## config.mk

```make
export PLATFORM = sky130hd
export DESIGN_NAME = mdu_op_queue
export DESIGN_NICKNAME = d
export VERILOG_FILES = /design/src/rtl/mdu_op_queue.sv
export SDC_FILE = /design/constraint.sdc
export NUM_CORES = 1
export LEC_CHECK = 0
export BUFFER_PORTS_ARGS = -buffer_cell sky130_fd_sc_hd__buf_2
export CAP_MARGIN = 20
export CORE_MARGIN = 2
export CORE_UTILIZATION = 40
export CTS_CLUSTER_DIAMETER = 100
export DETAILED_ROUTE_END_ITERATION = 10
export PLACE_DENSITY_LB_ADDON = 0.25
export SYNTH_ARGS = -nofsm -noshare
export SYNTH_HDL_FRONTEND = slang
export SYNTH_SLANG_ARGS = --single-unit
```

## constraint.sdc

```tcl
create_clock -name clk -period 4.5 [get_ports clk]
set_input_delay 0.675 -clock clk [delete_from_list [all_inputs] [get_ports clk]]
set_output_delay 0.675 -clock clk [all_outputs]
set_load 0.005 [all_outputs]
```

## src/rtl/mdu_op_queue.sv

```systemverilog
// mdu_op_queue: in-order FIFO of committed MDU operations feeding the
// multiply/divide unit, one issue at a time whenever the MDU is idle.
// Also produces hilo_ready, which gates mfhi/mflo.
// Optional feature macro: MDQ_DIVZERO_DROP_EN -- when defined, div/divu with
// a zero divisor are discarded at enqueue instead of being queued.
module mdu_op_queue #(
  parameter int DEPTH = 4,
  parameter int PTR_W = 2
) (
  input  logic             clk,
  input  logic             reset,
  input  logic             req_valid,
  input  logic             req_cancel,
  input  logic [3:0]       req_op,
  input  logic [31:0]      req_a,
  input  logic [31:0]      req_b,
  output logic             req_ready,
  output logic [3:0]       md_op,
  output logic [31:0]      md_a,
  output logic [31:0]      md_b,
  input  logic             mdu_busy,
  output logic             hilo_ready,
  output logic [PTR_W:0]   count
);

  typedef struct packed {
    logic [3:0]  op;
    logic [31:0] a;
    logic [31:0] b;
  } entry_t;

  localparam logic [PTR_W:0] FULL_CNT = (PTR_W+1)'(DEPTH);

  logic [PTR_W-1:0] wr_ptr_q, wr_ptr_d;
  logic [PTR_W-1:0] rd_ptr_q, rd_ptr_d;
  logic [PTR_W:0]   count_q, count_d;

  entry_t           mem_rd [DEPTH];
  entry_t           wr_entry;
  entry_t           head;
  logic             op_legal;
  logic             op_dropped;
  logic             push;
  logic             pop;

  // Classify the incoming request and decide push/pop for this cycle
  always_comb begin
    op_legal   = (req_op == 4'd1) || (req_op == 4'd2) || (req_op == 4'd3) ||
                 (req_op == 4'd4) || (req_op == 4'd7) || (req_op == 4'd8);
`ifdef MDQ_DIVZERO_DROP_EN
    // A divide by zero leaves HI/LO untouched in the MDU, so never queue it
    op_dropped = ((req_op == 4'd3) || (req_op == 4'd4)) && (req_b == 32'd0);
`else
    op_dropped = 1'b0;
`endif
    // No full-bypass: a full queue refuses pushes even while popping
    req_ready  = (count_q != FULL_CNT);
    push       = req_valid & ~req_cancel & req_ready & op_legal & ~op_dropped;
    pop        = (count_q != '0) & ~mdu_busy;
    wr_entry   = '{op: req_op, a: req_a, b: req_b};
  end

  // Per-entry storage: each slot captures the request when it is the write target
  for (genvar gi = 0; gi < DEPTH; gi++) begin : g_entry
    entry_t entry_q, entry_d;

    // Next value of this slot
    always_comb begin
      entry_d = entry_q;
      if (push && (wr_ptr_q == PTR_W'(gi))) begin
        entry_d = wr_entry;
      end
    end

    // Slot register, cleared so md_a/md_b read zero out of reset
    always_ff @(posedge clk or negedge reset) begin
      if (!reset) begin
        entry_q <= '0;
      end else begin
        entry_q <= entry_d;
      end
    end

    assign mem_rd[gi] = entry_q;
  end

  // Pointer and occupancy update
  always_comb begin
    wr_ptr_d = push ? wr_ptr_q + PTR_W'(1) : wr_ptr_q;
    rd_ptr_d = pop  ? rd_ptr_q + PTR_W'(1) : rd_ptr_q;
    count_d  = count_q;
    case ({push, pop})
      2'b10:   count_d = count_q + (PTR_W+1)'(1);
      2'b01:   count_d = count_q - (PTR_W+1)'(1);
      default: count_d = count_q;
    endcase
  end

  // Control registers, cleared immediately on reset assertion
  always_ff @(posedge clk or negedge reset) begin
    if (!reset) begin
      wr_ptr_q <= '0;
      rd_ptr_q <= '0;
      count_q  <= '0;
    end else begin
      wr_ptr_q <= wr_ptr_d;
      rd_ptr_q <= rd_ptr_d;
      count_q  <= count_d;
    end
  end

  // Issue interface: the op code is only non-zero in a cycle where the MDU takes it
  always_comb begin
    head       = mem_rd[rd_ptr_q];
    md_op      = pop ? head.op : 4'd0;
    md_a       = head.a;
    md_b       = head.b;
    hilo_ready = (count_q == '0) & ~mdu_busy;
    count      = count_q;
  end

endmodule

```

Word level (Yosys, flattened, before mapping). Index checks and enable logic that the tools add are counted.

Register bits: 279. Input bits: 73. Output and inout bits: 73. Word-level logic and storage cells: 58.

Multiplexer cells: 5. Add/sub/neg operators: 4. Reductions and logical operators: 13. Order comparisons: 1. Bitwise gates (word level): 8. Equal/unequal tests: 12.

Operators by type and width (number): binary-select mux 68 bit (select 2 bit) (1); 2-to-1 mux 68 bit (2); == test 4 x 2 -> 1 bit, second input constant (2); == test 4 x 3 -> 1 bit, second input constant (2); == test 2 bit, second input constant (3); case mux 3 bit (2 select lines) (1); bitwise AND 1 bit (5); logical OR 1 bit (5); adder 2 x 1 -> 2 bit, second input constant (2); == test 2 x 1 -> 1 bit, second input constant (2); == test 4 x 1 -> 1 bit, second input constant (1); == test 4 bit, second input constant (1); logical AND 1 bit (4); 2-to-1 mux 4 bit (1); adder 3 x 1 -> 3 bit, second input constant (1); >= comparator 3 bit, second input constant (1); logical NOT 3 bit (1); != test 3 bit, second input constant (1); inverter 2 -> 3 bit (1); nonzero test 3 bit (1); subtractor 3 x 1 -> 3 bit, second input constant (1); logical NOT 2 bit (1); inverter 1 bit (2); nonzero test 2 bit (1).

Depth between registers and ports, before layout.
Depth after elaboration: 9. Gate-level depth with buffers: 11.

Worst setup path after synthesis. OpenSTA, ideal clock, no wires.

Path type: input-to-reg. Start: input req_op[2]. End: register count_q[2] (netlist: count[2]). Buffers on the path: 1. Path slack: 2.071 ns. Data arrival time: 2.350 ns. Data required time: 4.421 ns. Stages on the path: 11. Cell sequence: nor2b_1 o21ba_1 o2111a_1 buf_6 inv_1 ha_1 inv_1 fa_1 xor2_1 nor2_1 xor2_1.

Longest elaborated chain between the ends: 9. Elaborated cells on any way between the ends: 16. Classes of those cells: eq/ne: 8; mux: 1; bitwise: 1; reduce/logical: 6.

RTL lines: start, declared (line 14) `input logic [3:0] req_op,`; == test 4 x 1 -> 1 bit or == test 4 x 2 -> 1 bit (tied branches) (line 48) `op_legal = (req_op == 4'd1) || (req_op == 4'd2) || (req_op == 4'd3) ||`; logical OR 1 bit (3 in series) (line 48); logical OR 1 bit (line 49) `(req_op == 4'd4) || (req_op == 4'd7) || (req_op == 4'd8);`; logical OR 1 bit * (line 49); bitwise AND 1 bit * (line 58) `push = req_valid & ~req_cancel & req_ready & op_legal & ~op_dropped;`; == test 2 x 1 -> 1 bit or == test 2 bit (tied branches) (line 92) `case ({push, pop})`; case mux 3 bit (2 select lines) or nonzero test 2 bit (tied branches); end signal, assigned (line 108) `count_q <= count_d;`; end, declared (line 36) `logic [PTR_W:0] count_q, count_d;`.

Mark *: on every way between the ends. The rest lies on a longest branch, timed or not. A chain may end at the register's enable or synchronous reset.

Final worst setup path.
Start: register rd_ptr_q[0]. End: output md_a[2].

Longest elaborated chain between the ends: 4.

RTL lines: start, declared (line 35) `logic [PTR_W-1:0] rd_ptr_q, rd_ptr_d;`; start signal, assigned (line 107) `rd_ptr_q <= rd_ptr_d;`; inverter 2 -> 3 bit (not written as such) (line 114) `head = mem_rd[rd_ptr_q];`; binary-select mux 68 bit (select 2 bit) (line 114); 2-to-1 mux 68 bit (not written as such) (2 in series) (line 114); end, declared (line 19) `output logic [31:0] md_a,`.

Every way passes these cells. The select of a mux whose other input is x is not followed.

==> load_flow_metrics.sql <==
INSERT INTO impl_metrics (metric_group, metric, value, unit) VALUES
('global_routing', 'grt_antenna_before_repair', '0', ''),
('cts', 'clock_path_buffers', '3', ''),
('global_routing', 'first_global_vias', '7238', ''),
('floorplanning', 'num_io_pins', '146', ''),
('synth', 'seq_area_frac_synth', '55.9', '%'),
('synth', 'yosys.cell_types.count', '25', ''),
('synth', 'avg_cell_area_syn', '17.7', 'um2'),
('layout', 'area_growth_syn_to_layout', '16.9', '%'),
('place', 'dp_hpwl', '15000', 'um'),
('layout', 'final_nets', '927', ''),
('timing', 'report.final.hold_viol_count', '0', ''),
('cts', 'cts.hold.buffers_added', '0', ''),
('timing', 'transition_time_of_the_tightest_slew_check_pin', '908', 'ps'),
('route', 'routed_wire_length', '25100', 'um'),
('synth', 'synth_enable_flop_cells', '0', ''),
('power_and_ir_drop', 'intPower', '7610', 'uW'),
('floorplanning', 'start_util', '40.7', '%'),
('route', 'routed_wire_length_per_instance', '19.8', 'um'),
('power_and_ir_drop', 'power_switching_share', '27.7', '%'),
('worst_setup_path', 'worst-endpoint-arrival', '2570', 'ps'),
('job', 'cap_violations', '0', ''),
('worst_setup_path', 'setup.reg_to_reg.worst_slack', '1900', 'ps'),
('timing', 'min_period', '3250', 'ps'),
('cts', 'ctsHtreeMaxLevel', '1', ''),
('timing', 'totalNegativeSetupSlack', '0', 'ps'),
('timing', 'holdWs', '181', 'ps'),
('cts', 'clk_root_buffer_cell', 'sky130_fd_sc_hd__clkbuf_16', ''),
('worst_setup_path', 'critPathMaxFanout', '37', ''),
('power_and_ir_drop', 'share_of_power_burned_in_registers', '42.3', '%'),
('power_and_ir_drop', 'power.share.clock', '23.3', '%'),
('cts', 'cts.repair.resized', '0', ''),
('timing', 'timing.final.max_slew_violations', '0', ''),
('place', 'finalWeightedCongestion', '0.688', ''),
('synth', 'synth.yosys.warnings', '0', ''),
('global_routing', 'grt_total_ovfl', '0', ''),
('synth', 'synth_flop_cell', 'sky130_fd_sc_hd__dfrtp_1', ''),
('layout', 'drive_above_1_share', '63.0', '%'),
('global_routing', 'grt_first_pass_wirelength', '41300', 'um'),
('route', 'drt_first_pass_iters', '4', ''),
('worst_setup_path', 'worstSetupStartpointType', 'flop', ''),
('worst_setup_path', 'category_of_the_critical_setup_timing_path', 'reg2out', ''),
('synth', 'yosys-top-cells-count', 'sky130_fd_sc_hd__dfrtp_1, sky130_fd_sc_hd__mux2_2, sky130_fd_sc_hd__mux2_4', ''),
('synth', 'synth.net_count', '785', ''),
('timing', 'setup_viol', '0', ''),
('power_and_ir_drop', 'power.density_cell_area', '720', 'mW/mm2'),
('place', 'buffer_ports.inserted', '145', ''),
('global_routing', 'grtUsageTotal', '15.7', '%'),
('synth', 'synth_area', '0.0125', 'mm2'),
('synth', 'yosys_register_bits', '279', ''),
('power_and_ir_drop', 'max-vdd-ir-drop', '0.442', 'mV'),
('route', 'dr_total_vias', '6543', ''),
('power_and_ir_drop', 'netSwitchingPower', '2920', 'uW'),
('floorplanning', 'die_height', '181', 'um'),
('worst_setup_path', 'worst_path_largest_cell_delay', '900', 'ps'),
('power_and_ir_drop', 'static-leakage-power', '0.00711', 'uW'),
('synth', 'synth_async_sr_flop_share', '100', '%'),
('floorplanning', 'fp.coreArea', '0.0307', 'mm2'),
('synth', 'netlist_top_cells_area', 'sky130_fd_sc_hd__dfrtp_1, sky130_fd_sc_hd__mux2_2, sky130_fd_sc_hd__mux4_2, sky130_fd_sc_hd__mux2_4, sky130_fd_sc_hd__buf_6', ''),
('power_and_ir_drop', 'combinationalPowerShare', '34.3', '%'),
('floorplanning', 'die_width', '181', 'um'),
('synth', 'netlist_instances', '706', ''),
('route', 'detail_route.vias_per_cell', '5.16', ''),
('worst_setup_path', 'critPathSlowestCell', 'sky130_fd_sc_hd__dfrtp_4', ''),
('timing', 'setup_repair_after_global_routing_missed_its_margin', 'no', ''),
('global_routing', 'grt_max_degree', '118', ''),
('route', 'drc_errors', '0', ''),
('worst_setup_path', 'crit_chain', 'buf_12, mux4_2, buf_2', ''),
('cts', 'tritoncts_buffers', '30', ''),
('synth', 'yosysMostFrequentCell', 'sky130_fd_sc_hd__dfrtp_1', ''),
('status', 'outcome', 'finished, final reports clean', ''),
('synth', 'yosys.area.top_type', 'sky130_fd_sc_hd__dfrtp_1', '');
[power by group through the flow]
stage	sequential (uW)	clock, uW	combinational [uW]
2_1_floorplan	4110	0	2770
3_3_place_gp	4550	0	3530
3_5_place_dp	4560	0	3590
4_1_cts	4540	2540	3600
5_1_grt	4630	2640	3930
6_report	4460	2460	3610
[registers in the layout, indices dropped and copies added (netlist names)]
register / count
g_entry.entry_q: 272
rd_ptr_q: 2
wr_ptr_q: 2
count: 3
[worst max-delay path: cells and delay by family, from the launching register on]
family	cells	cell delay [ps]
multiplexers	1	570
buffers and inverters	2	540
flip-flops	1	900
[path summary, 6_finish.rpt]
check                                       startpoint  cells after the start                      to
max in group asynchronous                        reset                      2  g_entry[1].entry_q[31]
min in group clk                             req_b[21]                      2  g_entry[2].entry_q[21]
worst max register to register                count[0]                      6  g_entry[3].entry_q[53]
worst min register to register  g_entry[2].entry_q[37]                      1  g_entry[2].entry_q[37]
worst max-delay path                       rd_ptr_q[0]                      3                 md_a[2]
worst min-delay path                             reset                      1  g_entry[0].entry_q[48]
[cells by family (layout without fill, tap and decap cells)]
logic type / after synthesis / after routing / share of synthesized area [%]
mux: 341 / 341 / 39.2
flops: 279 / 279 / 55.9
buf+inv: 51 / 215 / 2.54
simple gates: 18 / 18 / 0.941
xor+xnor: 7 / 7 / 0.491
fa+ha+maj: 6 / 6 / 0.661
compound gates: 4 / 4 / 0.250
other cells: 0 / 1 / 0
[area by class of cell]
cell class | instances | area (um2)
diodes | 1 | 2.50
clock buffers | 49 | 953
clock inverters | 5 | 50.0
fillers | 2685 | 16100
inverters | 6 | 22.5
multi-input cells | 376 | 5200
flip-flops and latches | 279 | 6990
well taps | 396 | 495
repair buffers | 155 | 898
[routing by layer]
layer / GRT usage, % / wire length [um]
met1: 22.7 / 11800
met2: 24.9 / 11600
met3: 3.39 / 1280
met4: 2.81 / 422
met5: 0 / 0
[metrics by stage]
step | total power [uW] | setup slack (ps) | cell area [um2] | std cells | utilization, %
final | 10500 | 1250 | 14600 | 1267 | 47.6
after floorplan | 6890 | 2070 | 12500 | 706 | -
after detailed placement | 8150 | 1470 | 13600 | 1211 | 44.3
after global routing | 11200 | 1040 | 14600 | 1266 | 47.6
after global placement | 8080 | 1520 | 13600 | 1211 | 44.3
after CTS | 10700 | 1130 | 14600 | 1265 | 47.6
[placed cells by master (no fill, tap or decap)]
cell type,count
sky130_fd_sc_hd__dfrtp_1,277
sky130_fd_sc_hd__mux2_2,192
sky130_fd_sc_hd__buf_2,144
sky130_fd_sc_hd__mux2_4,80
sky130_fd_sc_hd__mux4_2,68
sky130_fd_sc_hd__clkbuf_16,31
sky130_fd_sc_hd__clkbuf_8,11
sky130_fd_sc_hd__clkbuf_1,7
sky130_fd_sc_hd__buf_12,7
sky130_fd_sc_hd__inv_1,6
sky130_fd_sc_hd__ha_1,5
sky130_fd_sc_hd__and2_1,4
sky130_fd_sc_hd__xnor2_1,4
sky130_fd_sc_hd__nand2_4,4
sky130_fd_sc_hd__clkinv_2,4
sky130_fd_sc_hd__nor2_1,3
sky130_fd_sc_hd__xor2_1,3
sky130_fd_sc_hd__buf_4,3
sky130_fd_sc_hd__nor2b_1,2
sky130_fd_sc_hd__o21ai_0,2
sky130_fd_sc_hd__nand2_1,2
sky130_fd_sc_hd__dfrtp_4,2
sky130_fd_sc_hd__diode_2,1
sky130_fd_sc_hd__nor3_1,1
sky130_fd_sc_hd__nand3_1,1
sky130_fd_sc_hd__o21ba_1,1
sky130_fd_sc_hd__o2111a_1,1
sky130_fd_sc_hd__nor4_1,1
sky130_fd_sc_hd__mux2i_1,1
sky130_fd_sc_hd__fa_1,1
sky130_fd_sc_hd__bufinv_16,1
sky130_fd_sc_hd__buf_8,1
Note: power is estimated with default switching activity, not from simulation.
